<file path="src/rtl/frame_overlay_pkg.sv">
`default_nettype none
// ============================================================================
// frame_overlay_pkg: shared flash-state encoding and 3-bit colour constants.
// Revision: 1.0
// ============================================================================
package frame_overlay_pkg;

  typedef enum logic [0:0] {
    IDLE  = 1'b0,
    FLASH = 1'b1
  } flash_state_t;

  localparam logic [2:0] RGB_BLACK = 3'b000;
  localparam logic [2:0] RGB_WHITE = 3'b111;
  localparam logic [2:0] RGB_RED   = 3'b100;

endpackage
`default_nettype wire

</file>
<file path="src/rtl/frame_border_hit.sv">
`default_nettype none
// ============================================================================
// frame_border_hit: combinational test for a pixel lying on a rectangle outline.
// Revision: 1.0
// ============================================================================
module frame_border_hit #(
  parameter int w_x       = 10,
  parameter int w_y       = 9,
  parameter int left      = 213,
  parameter int right     = 426,
  parameter int top       = 1,
  parameter int bottom    = 479,
  parameter int thickness = 1
) (
  input  logic [w_x-1:0] x,
  input  logic [w_y-1:0] y,
  output logic           hit
);

  localparam int XW = w_x + 1;
  localparam int YW = w_y + 1;

  // Inner edges are clamped at zero so an oversized thickness cannot wrap.
  localparam int RIGHT_IN_I  = (right  > thickness) ? right  - thickness : 0;
  localparam int BOTTOM_IN_I = (bottom > thickness) ? bottom - thickness : 0;

  localparam logic [XW-1:0] X_LEFT     = XW'(left);
  localparam logic [XW-1:0] X_RIGHT    = XW'(right);
  localparam logic [XW-1:0] X_LEFT_IN  = XW'(left + thickness);
  localparam logic [XW-1:0] X_RIGHT_IN = XW'(RIGHT_IN_I);
  localparam logic [YW-1:0] Y_TOP      = YW'(top);
  localparam logic [YW-1:0] Y_BOTTOM   = YW'(bottom);
  localparam logic [YW-1:0] Y_TOP_IN   = YW'(top + thickness);
  localparam logic [YW-1:0] Y_BOT_IN   = YW'(BOTTOM_IN_I);

  logic [XW-1:0] xe;
  logic [YW-1:0] ye;
  logic          in_rect;
  logic          near_edge;

  assign xe = {1'b0, x};
  assign ye = {1'b0, y};

  assign in_rect   = (xe >= X_LEFT) && (xe < X_RIGHT) &&
                     (ye >= Y_TOP)  && (ye < Y_BOTTOM);
  assign near_edge = (xe < X_LEFT_IN) || (xe >= X_RIGHT_IN) ||
                     (ye < Y_TOP_IN)  || (ye >= Y_BOT_IN);
  assign hit       = in_rect && near_edge;

endmodule
`default_nettype wire

</file>
<file path="src/rtl/frame_overlay_mixer.sv">
`default_nettype none
// ============================================================================
// frame_overlay_mixer: registered compositor of game pixels over a blinking,
// flashable border, plus a once-per-frame tick.  Revision: 1.0
// ============================================================================
module frame_overlay_mixer
  import frame_overlay_pkg::*;
#(
  parameter int screen_width  = 640,
  parameter int screen_height = 480,
  parameter int w_x           = $clog2(screen_width),
  parameter int w_y           = $clog2(screen_height),
  parameter int w_red         = 4,
  parameter int w_green       = 4,
  parameter int w_blue        = 4,
  parameter int frame_left    = screen_width / 3,
  parameter int frame_right   = screen_width * 2 / 3,
  parameter int frame_top     = 1,
  parameter int frame_bottom  = screen_height - 1,
  parameter int thickness     = 1,
  parameter int blink_frames  = 30,
  parameter int flash_frames  = 8
) (
  input  logic               clk,
  input  logic               rst,
  input  logic               display_on,
  input  logic [w_x-1:0]     x,
  input  logic [w_y-1:0]     y,
  input  logic [2:0]         game_rgb,
  input  logic               frame_en,
  input  logic               blink_en,
  input  logic               flash_req,
  output logic [w_red-1:0]   red,
  output logic [w_green-1:0] green,
  output logic [w_blue-1:0]  blue,
  output logic               frame_tick,
  output logic               flashing
);

  localparam int BLINK_W = (blink_frames > 1) ? $clog2(blink_frames) : 1;
  localparam int FLASH_W = $clog2(flash_frames + 1);

  localparam logic [BLINK_W-1:0] BLINK_LAST = BLINK_W'(blink_frames - 1);
  localparam logic [FLASH_W-1:0] FLASH_LOAD = FLASH_W'(flash_frames);

  logic               border_hit;
  logic               start_d,      start_q;
  logic               frame_tick_d, frame_tick_q;
  logic [BLINK_W-1:0] blink_cnt_d,  blink_cnt_q;
  logic               blink_vis_d,  blink_vis_q;
  flash_state_t       state_d,      state_q;
  logic [FLASH_W-1:0] flash_cnt_d,  flash_cnt_q;
  logic [2:0]         rgb_d,        rgb_q;

  frame_border_hit #(
    .w_x       (w_x),
    .w_y       (w_y),
    .left      (frame_left),
    .right     (frame_right),
    .top       (frame_top),
    .bottom    (frame_bottom),
    .thickness (thickness)
  ) u_border_hit (
    .x   (x),
    .y   (y),
    .hit (border_hit)
  );

  // Edge-detect the origin so a pixel clock slower than clk still ticks once.
  always_comb begin
    start_d      = (x == '0) && (y == '0);
    frame_tick_d = start_d && !start_q;
  end

  always_comb begin
    blink_cnt_d = blink_cnt_q;
    blink_vis_d = blink_vis_q;
    if (!blink_en) begin
      blink_cnt_d = '0;
      blink_vis_d = 1'b1;
    end else if (frame_tick_d) begin
      if (blink_cnt_q == BLINK_LAST) begin
        blink_cnt_d = '0;
        blink_vis_d = !blink_vis_q;
      end else begin
        blink_cnt_d = blink_cnt_q + BLINK_W'(1);
      end
    end
  end

  // A request always reloads, so it beats a coinciding final tick.
  always_comb begin
    state_d     = state_q;
    flash_cnt_d = flash_cnt_q;
    case (state_q)
      IDLE: begin
        if (flash_req) begin
          state_d     = FLASH;
          flash_cnt_d = FLASH_LOAD;
        end
      end
      FLASH: begin
        if (flash_req) begin
          flash_cnt_d = FLASH_LOAD;
        end else if (frame_tick_d) begin
          if (flash_cnt_q == FLASH_W'(1)) begin
            state_d     = IDLE;
            flash_cnt_d = '0;
          end else begin
            flash_cnt_d = flash_cnt_q - FLASH_W'(1);
          end
        end
      end
      default: begin
        state_d     = IDLE;
        flash_cnt_d = '0;
      end
    endcase
  end

  always_comb begin
    rgb_d = RGB_BLACK;
    if (!display_on) begin
      rgb_d = RGB_BLACK;
    end else if (game_rgb != RGB_BLACK) begin
      rgb_d = game_rgb;
    end else if (border_hit && frame_en && (blink_vis_q || (state_q == FLASH))) begin
      rgb_d = (state_q == FLASH) ? RGB_RED : RGB_WHITE;
    end
  end

  always_ff @(posedge clk) begin
    if (rst) begin
      start_q      <= 1'b1;
      frame_tick_q <= 1'b0;
      blink_cnt_q  <= '0;
      blink_vis_q  <= 1'b1;
      state_q      <= IDLE;
      flash_cnt_q  <= '0;
      rgb_q        <= RGB_BLACK;
    end else begin
      start_q      <= start_d;
      frame_tick_q <= frame_tick_d;
      blink_cnt_q  <= blink_cnt_d;
      blink_vis_q  <= blink_vis_d;
      state_q      <= state_d;
      flash_cnt_q  <= flash_cnt_d;
      rgb_q        <= rgb_d;
    end
  end

  assign red        = {w_red{rgb_q[2]}};
  assign green      = {w_green{rgb_q[1]}};
  assign blue       = {w_blue{rgb_q[0]}};
  assign frame_tick = frame_tick_q;
  assign flashing   = (state_q == FLASH);

endmodule
`default_nettype wire

</file>
<file path="config.mk">
export PLATFORM = sky130hd
export DESIGN_NAME = frame_overlay_mixer
export DESIGN_NICKNAME = d
export VERILOG_FILES = /design/src/rtl/frame_overlay_pkg.sv /design/src/rtl/frame_border_hit.sv /design/src/rtl/frame_overlay_mixer.sv
export SDC_FILE = /design/constraint.sdc
export NUM_CORES = 1
export LEC_CHECK = 0
export CAP_MARGIN = 15
export CORE_ASPECT_RATIO = 1.2
export CORE_MARGIN = 10
export CORE_UTILIZATION = 46
export DETAILED_ROUTE_END_ITERATION = 7
export PLACE_DENSITY = 0.87
export SLEW_MARGIN = 10
export SYNTH_ARGS = -nofsm -noshare
export SYNTH_HDL_FRONTEND = slang
export SYNTH_SLANG_ARGS = --single-unit
</file>
<file path="constraint.sdc">
create_clock -name clk -period 3 [get_ports clk]
set_input_delay 0.6 -clock clk [delete_from_list [all_inputs] [get_ports clk]]
set_output_delay 0.6 -clock clk [all_outputs]
set_load 0.005 [all_outputs]
</file>
==> flow_summary.json <==
{
  "status": "finished clean",
  "chipWidth_microns": 63.90,
  "clock_skew_ns": 0.002236,
  "rsz0062_at_grt": "no",
  "hold_viol": 0,
  "h-tree-depth": 1,
  "cpPeakStageDelay_ns": 0.60,
  "grt-ovfl-total": 0,
  "cts_tree": "built",
  "slew_headroom_pct": 72.68,
  "finalSetupTns_ns": 0,
  "grt_pass1_vias": 1064,
  "synth.yosys.seq_area_share_pct": 30.12,
  "seqPwrFrac_pct": 48.8,
  "tightest_slew_ns": 0.4067,
  "ys_types": 48,
  "areaGrowthSynthToFinish_pct": 38.94,
  "clk_pin_slew_ns": 0.10,
  "drv_slew": 0,
  "async_reset_ff_share_pct": 0,
  "netlist_area_sq_um": 1064,
  "vias": 1063,
  "ys.flop_type": "dfxtp_1",
  "fin_nets": 191,
  "rows": 19,
  "fin_crit_ns": 2.440,
  "maxCapViolations": 0,
  "fmax_mhz": 409.9,
  "final_cell_mix": "clkdlybuf4s50_1, dfxtp_1, inv_1",
  "p_int_w": 0.0003444,
  "crit_type": "in2reg",
  "hpwl_microns": 2461,
  "p_clk_share_pct": 32.1,
  "cts_buffer_depth": 2,
  "gp_congestion": 0.8527,
  "grt_max_degree": 10,
  "cts_sinks": 16,
  "leakage_nw": 0.5342,
  "holdBufCountCts": 0,
  "finalCritPeriodShare_pct": 81.33,
  "required_ns": 3.17,
  "first_pass_iters": 5,
  "track_usage_pct": 12.27,
  "switching_share_pct": 24.33,
  "avgSynthCellArea_sq_um": 8.647,
  "design.core.area_sq_um": 2258,
  "critPathSlowestCell": "or4_1",
  "wl_per_cell_microns": 15.34,
  "ys_ff_latch": 16,
  "place_area_sq_um": 1441,
  "path_max_fanout": 5,
  "synth-edff-count": 0,
  "hp-class": "reg2reg",
  "multiInputGateArea_sq_um": 626.9,
  "regArea_sq_um": 320.3,
  "cts_buffers": 3,
  "clock_latency_ns": 0.29,
  "nFillCells": 183,
  "cts_root_buf": "clkbuf_4",
  "die_h_microns": 72.67,
  "drive_gt1_share_pct": 9.494,
  "drt_iter0_markers": 37,
  "antenna_left": 0,
  "design_area_sq_um": 1478,
  "fin_util_pct": 65.43,
  "wl_microns": 2900,
  "p_per_area_nw_per_um2": 308.0,
  "worst_setup_path_start_kind": "input port",
  "setup_viol": 0,
  "path_cells": "clkdlybuf4s50_1 -> or4_1 -> and3b_1 -> nand4_2 -> o21ai_1 -> a211oi_1",
  "cts_resized": 0,
  "n_antenna_cell": 0,
  "initial_utilization_pct": 47.09,
  "synth_cells": 123,
  "io_pins": 42,
  "antenna_found_initial": 0,
  "mappedNetlistNets": 155,
  "portBuffers": 41,
  "cp.arrival_ns": 2.61,
  "die_area_sq_um": 4643,
  "switching_power_w": 0.0001107,
  "critPathCaptureType": "flop",
  "combPwrFrac_pct": 19.0,
  "routed_via_density": 5.624,
  "ys_warn_count": 0,
  "drc_errors": 0,
  "post_cts_buffers": 0,
  "ir_drop_uv": 216.5,
  "final_common_cell": "clkdlybuf4s50_1",
  "grt_pass1_wl_microns": 4795
}
[through the flow]
stage / worst slack (ns) / total power, W / std cells / hold WS, ns
floorplan: 0.8420 / 0.0002556 / 123 / 0.4647
global placement: 0.3012 / 0.0003108 / 185 / 0.4840
detailed placement: 0.2514 / 0.0003138 / 185 / 0.4974
CTS: 0.5542 / 0.0004579 / 189 / 0.5150
global route: 0.4045 / 0.0004729 / 189 / 0.5649
finish: 0.5602 / 0.0004552 / 189 / 0.5139
[per-layer routing]
metal  global-route usage, %  part of all wire, %
met1                   13.23                   41
met3                   3.226                  6.9
met5                       0                    0
met2                   23.03                   51
met4                   2.920                 0.76
[critical path: cells and delay by family]
family / cells / cell delay (ns)
simple gates: 3 / 1.12
compound gates: 2 / 0.42
buf+inv: 1 / 0.47
[power by group through the flow]
stage                     combinational, W  clock [W]  sequential [W]
after floorplan                  0.0000293          0        0.000226
after global placement           0.0000841          0        0.000227
after detailed placement         0.0000867          0        0.000227
after CTS                        0.0000870   0.000149        0.000222
after global routing             0.0000935   0.000156        0.000223
final                            0.0000866   0.000146        0.000222
[registers in the layout, indices dropped and copies added, names as in the netlist]
register and flops:
frame_tick 1, flash_cnt_q 4, start_q 1, blink_vis_q 1, flashing 1, blink_cnt_q 5, rgb_q 3
[kinds of logic after synthesis]
family,count (synthesis),share of synthesized area [%]
xor+xnor,4,3.295
simple gates,50,31.65
flops,16,30.12
mux,1,0.9412
buf+inv,22,10.94
fa+ha+maj,4,4.706
compound gates,26,18.35
[path summary, 6_finish.rpt]
kind                            cells past startpoint  slack (ns)            from             end
worst min register to register                      2        0.51  flash_cnt_q[2]  flash_cnt_q[2]
worst max register to register                      4        1.49         start_q  blink_cnt_q[1]
worst min-delay path                                2        0.51  flash_cnt_q[2]  flash_cnt_q[2]
worst max-delay path                                6        0.56            x[9]  blink_cnt_q[1]
[cell usage after synthesis (2+ instances only)]
cell type,instances,area (sq um)
dfxtp_1,16,320.3
inv_1,12,45.04
nor2_1,10,37.54
buf_4,9,67.56
a21oi_1,7,35.03
nand2_1,5,18.77
nand3_1,5,25.02
ha_1,4,50.05
nor3_1,4,20.02
nand4_1,3,18.77
o21ai_0,3,15.01
and3_1,2,12.51
and4b_1,2,20.02
nand4b_1,2,17.52
o2111a_1,2,22.52
o211ai_1,2,15.01
or4_4,2,22.52
xnor2_1,2,17.52
xor2_1,2,17.52
[area by class of cell]
class | count | share of cell area [%]
Clock buffer | 4 | 2.456
Inverter | 12 | 3.048
Multi-Input combinational cell | 85 | 42.42
Sequential cell | 16 | 21.68
Tap cell | 31 | 2.625
Timing Repair Buffer | 41 | 27.77
No activity file was read; power rests on OpenSTA's default activity.
